--- src/rtl/fx2_slave_fifo_ctrl.sv ---
// FX2 slave-FIFO controller: arbitrates EP2 reads into a 2-word rx stream and
// tx stream writes into EP6, closing tx_last packets with a PKTEND strobe.
module fx2_slave_fifo_ctrl #(
  parameter int unsigned BURST   = 8,
  parameter logic [1:0]  RX_ADDR = 2'b00,
  parameter logic [1:0]  TX_ADDR = 2'b10
) (
  input  logic        clk,
  input  logic        rst,
  input  logic        fx2_flaga,
  input  logic        fx2_flagb,
  input  logic [15:0] fx2_db_i,
  output logic [15:0] fx2_db_o,
  output logic        fx2_db_oe,
  output logic        fx2_slcs_n,
  output logic        fx2_slrd_n,
  output logic        fx2_slwr_n,
  output logic        fx2_sloe_n,
  output logic        fx2_pktend_n,
  output logic [1:0]  fx2_a,
  output logic [15:0] rx_data,
  output logic        rx_valid,
  input  logic        rx_ready,
  input  logic [15:0] tx_data,
  input  logic        tx_valid,
  input  logic        tx_last,
  output logic        tx_ready
);

  localparam int unsigned CW = $clog2(BURST + 1);
  localparam logic [CW-1:0] BURST_C = CW'(BURST);

  typedef enum logic [2:0] {IDLE, RD_SETUP, RD, WR_SETUP, WR, PKTEND} state_t;

  state_t        state, ns;
  logic          last_tx;
  logic          cap_q;
  logic          last_seen;
  logic [CW-1:0] rd_cnt, wr_cnt;
  logic [15:0]   mem [2];
  logic          wp, rp;
  logic [1:0]    count;
  logic [2:0]    occ;
  logic          rx_space, rx_req, tx_req, rd_go, hs, push, pop;

  assign rx_valid = (count != 2'd0);
  assign rx_data  = mem[rp];
  assign push     = cap_q;
  assign pop      = rx_valid && rx_ready;

  always_comb begin
    ns       = state;
    occ      = {1'b0, count} + {2'b00, cap_q};
    rx_space = (occ < 3'd2);
    rx_req   = fx2_flaga && rx_space;
    tx_req   = tx_valid && fx2_flagb;
    tx_ready = (state == WR) && fx2_flagb && !last_seen && (wr_cnt < BURST_C);
    hs       = tx_valid && tx_ready;
    case (state)
      IDLE: begin
        if (rx_req && (!tx_req || last_tx)) ns = RD_SETUP;
        else if (tx_req)                    ns = WR_SETUP;
      end
      RD_SETUP: ns = RD;
      // Leave only in a cycle with no strobe on the bus so its word is still read under SLOE.
      RD:       if (fx2_slrd_n && (!fx2_flaga || rd_cnt == BURST_C)) ns = IDLE;
      WR_SETUP: ns = WR;
      // The registered word strobes in the cycle after its handshake, so WR is left one cycle late.
      WR:       if (!hs) ns = last_seen ? PKTEND : IDLE;
      PKTEND:   ns = IDLE;
      default:  ns = IDLE;
    endcase
    // Strobes alternate with idle cycles so fx2_flaga always reflects every completed read.
    rd_go = (state == RD_SETUP || (state == RD && ns == RD)) && fx2_flaga &&
            fx2_slrd_n && rx_space && (rd_cnt < BURST_C);
  end

  always_ff @(posedge clk) begin
    if (rst) begin
      state        <= IDLE;
      fx2_slcs_n   <= 1'b1;
      fx2_slrd_n   <= 1'b1;
      fx2_slwr_n   <= 1'b1;
      fx2_sloe_n   <= 1'b1;
      fx2_pktend_n <= 1'b1;
      fx2_a        <= 2'b00;
      fx2_db_o     <= '0;
      fx2_db_oe    <= 1'b0;
      last_tx      <= 1'b1;
      cap_q        <= 1'b0;
      last_seen    <= 1'b0;
      rd_cnt       <= '0;
      wr_cnt       <= '0;
      wp           <= 1'b0;
      rp           <= 1'b0;
      count        <= 2'd0;
    end else begin
      state        <= ns;
      fx2_slcs_n   <= (ns == IDLE);
      fx2_sloe_n   <= !(ns == RD_SETUP || ns == RD);
      fx2_db_oe    <= (ns == WR_SETUP || ns == WR || ns == PKTEND);
      fx2_pktend_n <= (ns != PKTEND);
      fx2_slrd_n   <= !rd_go;
      fx2_slwr_n   <= !hs;
      cap_q        <= !fx2_slrd_n;
      if (ns == RD_SETUP)      fx2_a <= RX_ADDR;
      else if (ns == WR_SETUP) fx2_a <= TX_ADDR;
      if (hs) fx2_db_o <= tx_data;
      if (state == IDLE && ns == RD_SETUP) last_tx <= 1'b0;
      if (state == IDLE && ns == WR_SETUP) last_tx <= 1'b1;
      if (state == IDLE)  rd_cnt <= '0;
      else if (rd_go)     rd_cnt <= rd_cnt + CW'(1);
      if (state == IDLE)  wr_cnt <= '0;
      else if (hs)        wr_cnt <= wr_cnt + CW'(1);
      if (state == IDLE)          last_seen <= 1'b0;
      else if (hs && tx_last)     last_seen <= 1'b1;
      if (push) wp <= ~wp;
      if (pop)  rp <= ~rp;
      case ({push, pop})
        2'b10:   count <= count + 2'd1;
        2'b01:   count <= count - 2'd1;
        default: count <= count;
      endcase
    end
  end

  always_ff @(posedge clk) begin
    if (!rst && push) mem[wp] <= fx2_db_i;
  end

endmodule
--- config.mk ---
export PLATFORM = sky130hd
export DESIGN_NAME = fx2_slave_fifo_ctrl
export DESIGN_NICKNAME = d
export VERILOG_FILES = /design/src/rtl/fx2_slave_fifo_ctrl.sv
export SDC_FILE = /design/constraint.sdc
export NUM_CORES = 1
export LEC_CHECK = 0
export ABC_AREA = 1
export BUFFER_PORTS_ARGS = -buffer_cell sky130_fd_sc_hd__buf_2
export CAP_MARGIN = 30
export CORE_MARGIN = 3
export CORE_UTILIZATION = 51
export DETAILED_ROUTE_END_ITERATION = 8
export MAX_ROUTING_LAYER = met4
export PLACE_DENSITY = 0.75
export RECOVER_POWER = 100
export REMOVE_ABC_BUFFERS = 1
export SLEW_MARGIN = 20
export SYNTH_ARGS = -nofsm -noshare
export SYNTH_HDL_FRONTEND = slang
export SYNTH_SLANG_ARGS = --single-unit
--- constraint.sdc ---
create_clock -name clk -period 2.8 [get_ports clk]
set_clock_uncertainty 0.05 [all_clocks]
set_input_delay 0.14 -clock clk [delete_from_list [all_inputs] [get_ports clk]]
set_output_delay 0.14 -clock clk [all_outputs]
set_load 0.02 [all_outputs]
==> run summary, run 1 <==
most common flop cell mapped by yosys: dfxtp_1
GR Overflow Total: 0
PwrDens: 601.8 nW/um2
register area: 1802 um2
Slew Limit Fails: 0
Post-Layout Cell Count: 458
final core utilization: 70.39%
total number of placement rows: 26
H-tree depth: 3
routed wire length per instance: 12.74 um
first-pass GRT wire length: 9156 um
RR Startpoint: state[1]
Area Overhead vs Synth: 28.52%
Setup TNS Final: 0 ps
die width: 81.46 um
Min-Delay Path Class: in -> reg
DRC viols: 0
fin crit period: 1935 ps
Yosys reg bits: 74
TritonCTS buffer count: 9
nets: 426
Synth Area per Inst: 10.68 um2
largest net degree at the start of global routing: 23
WL final: 5834 um
total number of vias: 2150
relative slew slack: 40.98%
synthesized area: 2904 um2
Clk Latency, worst-skew pair: 330 ps
LEAKAGE: 0.001445 uW
Power, Total: 2246 uW
Startpoint Class: flop
share of cells above drive strength 1: 17.27%
# setup viols final: 0
Worst Hold Launch: tx_data[4]
Ant. Diodes: 0
Final GP Congestion: 0.7887
Cells after Synth: 272
TritonCTS clock tree: done
Setup crit end kind: flop
top achievable clock speed: 516.8 MHz
max_cap viols: 0
Reg clk slew, reported paths: 70 ps
post-route ant nets: 0
RSZ-0062 raised after global routing: no
initial antenna violation count: 0
maximum VDD drop: 0.3639 mV
RR Endpoint: wr_cnt[2]
vias in the first global route: 2012
status: finished clean
Slew @ Worst Pin: 885.3 ps
Starting Density: 54.77%
Cells after DPL: 414
clock sinks: 74
most frequent cells in the layout: 57 x clkbuf_1, 51 x nor2_1, 42 x dfxtp_1, 32 x edfxtp_1
gr usage total: 18.89%
hold_ws: 22.63 ps
Multi-input gate area: 905.9 um2
sequential-to-total area share from yosys stat: 62.04%
Hold EP: fx2_db_o[4]
Distinct cells, synth: 30
Critical Path RT: 3010 ps
most common cell after layout, fill and taps aside: clkbuf_1
root buffer cell: clkbuf_8
Core Footprint: 5303 um2
1st-iter DRT viols: 84
Fin. Hold Viols: 0
warnings from Yosys: 0
worst r2r path cells: 7
# fillers: 444
clock tree buffer depth: 2
I/O pins: 81
worst hold path depth: 3
TritonRoute pass-1 iters: 4
reg2reg setup slack: 870 ps
fin crit share: 69.11%
ys async rst share: 0%
Die Area: 6636 um2
HPWL Detailed: 3967 um
chip height: 81.46 um
Setup CP Type: reg -> reg
Critical Path Fanout Max: 22
post-DR vias/cell: 4.694
I/O Buffers: 79
number of flops mapped to enable cells by yosys: 32
crit path DAT: 2150 ps
[final cells by class]
type,instances,share of cell area [%]
Sequential cell,74,48.27
Clock inverter,6,2.179
Inverter,28,2.816
Timing Repair Buffer,110,16.69
Multi-Input combinational cell,160,24.27
Clock buffer,10,3.419
Tap cell,70,2.347
[sequential cells by signal (all words and copies together), names as in the netlist, 2 cells and up, named ones only]
name	count
count	2
rd_cnt	4
mem	32
wr_cnt	4
fx2_db_o	16
state	3
[cells in the mapped netlist (4+ instances only)]
cell / count / area [um2]
nor2_1: 50 / 187.7
a21oi_1: 9 / 45.04
mux2_2: 16 / 180.2
nand2_1: 27 / 101.4
buf_2: 4 / 20.02
o21ai_2: 8 / 70.07
nand3_1: 7 / 35.03
dfxtp_1: 42 / 840.8
nand4_1: 5 / 31.28
inv_1: 25 / 93.84
o21ai_0: 14 / 70.07
ha_1: 4 / 50.05
edfxtp_1: 32 / 960.9
[cells by family (layout without fill, tap and decap cells)]
| kind of cell | count (synthesis) | count (layout) | share of synthesized area, % |
|---|---|---|---|
| compound gates | 35 | 35 | 7.109 |
| xor+xnor | 2 | 2 | 0.6033 |
| fa+ha+maj | 4 | 4 | 1.723 |
| buf+inv | 38 | 154 | 6.247 |
| flops | 74 | 74 | 62.04 |
| mux | 16 | 16 | 6.204 |
| other cells | 1 | 1 | 0.1291 |
| simple gates | 102 | 102 | 15.94 |
[per-stage QoR]
stage,instance area [um2],worst slack [ps]
2_1_floorplan,2828,817.4
3_3_place_gp,3338,1183
3_5_place_dp,3338,1166
4_1_cts,3827,869.3
5_1_grt,3732,590.1
6_report,3732,865.0
[critical path, stage by stage, from the launching register on]
cell and delay (ps):
dfxtp_1 330, nor2_1 140, nand2_1 90, inv_1 120, nand3_4 240, inv_1 570, nand3b_1 150, a21oi_1 170
[power by group]
group          internal [uW]  switching (uW)
combinational           93.5             128
sequential              1150            17.9
clock                    496             362
total                   1740             508
[repair_timing]
action	CTS	global route
hold endpoints to repair	44	0
setup buffers	0	0
gates resized for setup	0	0
hold buffers	28	0
[per-layer routing]
metal  up-vias  GRT usage, %  routed length (um)  share of wire, %
met5         -             -                   0                 0
met1       960         21.57                2501                43
met4         0         5.574                  51              0.87
met3         6         5.592                 366               6.3
li1       1119             -                   -                 -
met2        65         32.17                2915                50
[how the worst max path moves through the flow]
stage,startpoint,endpoint,slack (ps),cells after the start
after floorplan,cap_q,mem[1][0],820,2
after global placement,state[1],wr_cnt[3],1180,7
after detailed placement,state[1],wr_cnt[2],1170,7
after CTS,flop,rx_data[11],870,2
after global routing,state[1],wr_cnt[3],590,7
final,state[1],wr_cnt[2],870,7
No activity file was read; power rests on OpenSTA's default activity.
==> inputs of run 2 (changes only) <==
Settings changed: CORE_UTILIZATION 51 to 46, PLACE_DENSITY 0.75 to 0.72.
Clock period 2.8 ns to 1.6 ns, I/O delays scaled along.
==> run summary, run 2 (synthesis gave the netlist of run 1 again) <==
GR Overflow Total: 0 (unchanged)
most frequent cells in the layout: 51 x nor2_1, 41 x dfxtp_1, 39 x clkbuf_1, 35 x dlygate4sd3_1, 32 x edfxtp_1
Die Area: 7303 um2 (+10%)
Clk Latency, worst-skew pair: 340 ps (about the same)
PwrDens: 1041 nW/um2 (+73%)
I/O pins: 81 (unchanged)
# fillers: 506 (+14%)
Fin. Hold Viols: 0 (unchanged)
share of cells above drive strength 1: 24.37% (+7.1 points)
I/O Buffers: 79 (unchanged)
Cells after DPL: 422 (+1.9%)
Setup CP Type: reg -> out
Area Overhead vs Synth: 34.17%
Critical Path Fanout Max: 16 (-27%)
Power, Total: 4058 uW (+81%)
H-tree depth: 3 (unchanged)
Reg clk slew, reported paths: 80 ps (about the same)
post-route ant nets: 0 (unchanged)
Critical Path RT: 1470 ps (-1540 ps)
1st-iter DRT viols: 69 (-18%)
vias in the first global route: 2249 (+12%)
crit path DAT: 1370 ps (-780 ps)
LEAKAGE: 0.001553 uW (+7.5%)
root buffer cell: clkbuf_8
top achievable clock speed: 665.6 MHz
top flop regs: mem (32), fx2_db_o (16)
maximum VDD drop: 0.6099 mV (+68%)
fin crit period: 1502 ps
RSZ-0062 raised after global routing: no
HPWL Detailed: 4025 um (+1.5%)
total number of placement rows: 28 (+7.7%)
TritonCTS clock tree: done
Starting Density: 48.19% (-6.6 points)
gr usage total: 18.37% (-0.53 points)
Core Footprint: 6026 um2 (+14%)
Ant. Diodes: 0 (unchanged)
total number of vias: 2219 (+3.2%)
TritonCTS buffer count: 9 (unchanged)
max_cap viols: 0 (unchanged)
DRC viols: 0 (unchanged)
TritonRoute pass-1 iters: 4 (unchanged)
WL final: 6031 um (+3.4%)
largest register by flop count: mem
routed wire length per instance: 12.75 um (about the same)
Post-Layout Cell Count: 473 (+3.3%)
Final GP Congestion: 0.8281 (+5.0%)
status: finished clean
most common cell after layout, fill and taps aside: nor2_1
clock tree buffer depth: 2 (unchanged)
Setup crit end kind: primary output
initial antenna violation count: 0 (unchanged)
Min-Delay Path Class: in -> reg
Startpoint Class: flop
# setup viols final: 0 (unchanged)
pre-CTS setup slack: 65.45 ps (-1101 ps)
first-pass GRT wire length: 10080 um (+10%)
max reg flops: 32 (unchanged)
final worst slack: 97.70 ps (-767.3 ps)
Slew Limit Fails: 0 (unchanged)
fin crit share: 93.89%
chip height: 85.46 um (+4.9%)
clock sinks: 74 (unchanged)
postcts setup bufs: 0 (unchanged)
post-DR vias/cell: 4.691 (about the same)
nets: 436 (+2.3%)
die width: 85.46 um (+4.9%)
largest net degree at the start of global routing: 25 (+8.7%)
==> run 2: changes by cell type in the layout (fill, tap and decap cells not counted), moves of 2 or more <==
cell	previous run	this run
clkbuf_1	57	39
o21ai_0	14	16
nand3_2	0	2
clkbuf_2	1	17
dlygate4sd3_1	28	35
clkinv_1	2	0
inv_2	0	2
nand3_1	9	7
o21ai_1	3	1
inv_1	28	26
buf_2	24	26
==> run 2: path summary, 6_finish.rpt <==
check	start	endpoint	slack [ps]	cells after the start
worst min register to register	rp	flop	420	1
worst max-delay path	flop	rx_data[10]	100	3
worst max register to register	count[0]	count[1]	120	9
worst min-delay path	tx_valid	last_seen	100	5
==> run 2: metal layers <==
metal	track usage [%]	vias to the layer above	wire [um]
met3	3.495	9	289
li1	-	1141	-
met2	30.79	62	2934
met1	20.85	1007	2721
met5	-	-	0
met4	9.353	0	86
==> run 2: cell type report <==
type | count | area [um2] | share of cell area, %
multi-input combinational | 160 | 928.4 | 23.83
sequential | 74 | 1803 | 46.27
clock buffer | 10 | 137.6 | 3.532
clock inverter | 6 | 90.09 | 2.312
tap | 75 | 93.84 | 2.408
inverter | 28 | 105.1 | 2.697
timing repair buffer | 120 | 738.2 | 18.95
==> run 2: through the flow <==
| step | util [%] | hold slack (ps) | cell area [um2] | TNS, ps |
|---|---|---|---|---|
| after detailed placement | 55.88 | 228.5 | 3367 | 0 |
| after CTS | 65.47 | 84.78 | 3945 | 0 |
| final | 64.66 | 98.49 | 3896 | 0 |
| after global routing | 64.66 | 130.7 | 3896 | 0 |
| after floorplan | - | 96.69 | 2828 | -6122 |
| after global placement | 55.88 | 219.4 | 3367 | 0 |
==> run 2: timing repair <==
item,in CTS,in global routing
hold buffers,35,0
hold endpoints to repair,54,0
endpoints found under the setup margin,0,9
gates resized for setup,0,5
==> run 2: worst max-delay path: stages (launching register included) <==
cell,delay (ps)
dfxtp_1,330
buf_6,180
mux2_2,360
clkbuf_2,160
==> run 2: report_power, final <==
group / leakage (uW) / total, uW / internal [uW] / switching, uW
clock: 0.000112 / 1600 / 922 / 676
sequential: 0.000628 / 2030 / 2010 / 22.7
combinational: 0.000812 / 427 / 186 / 241
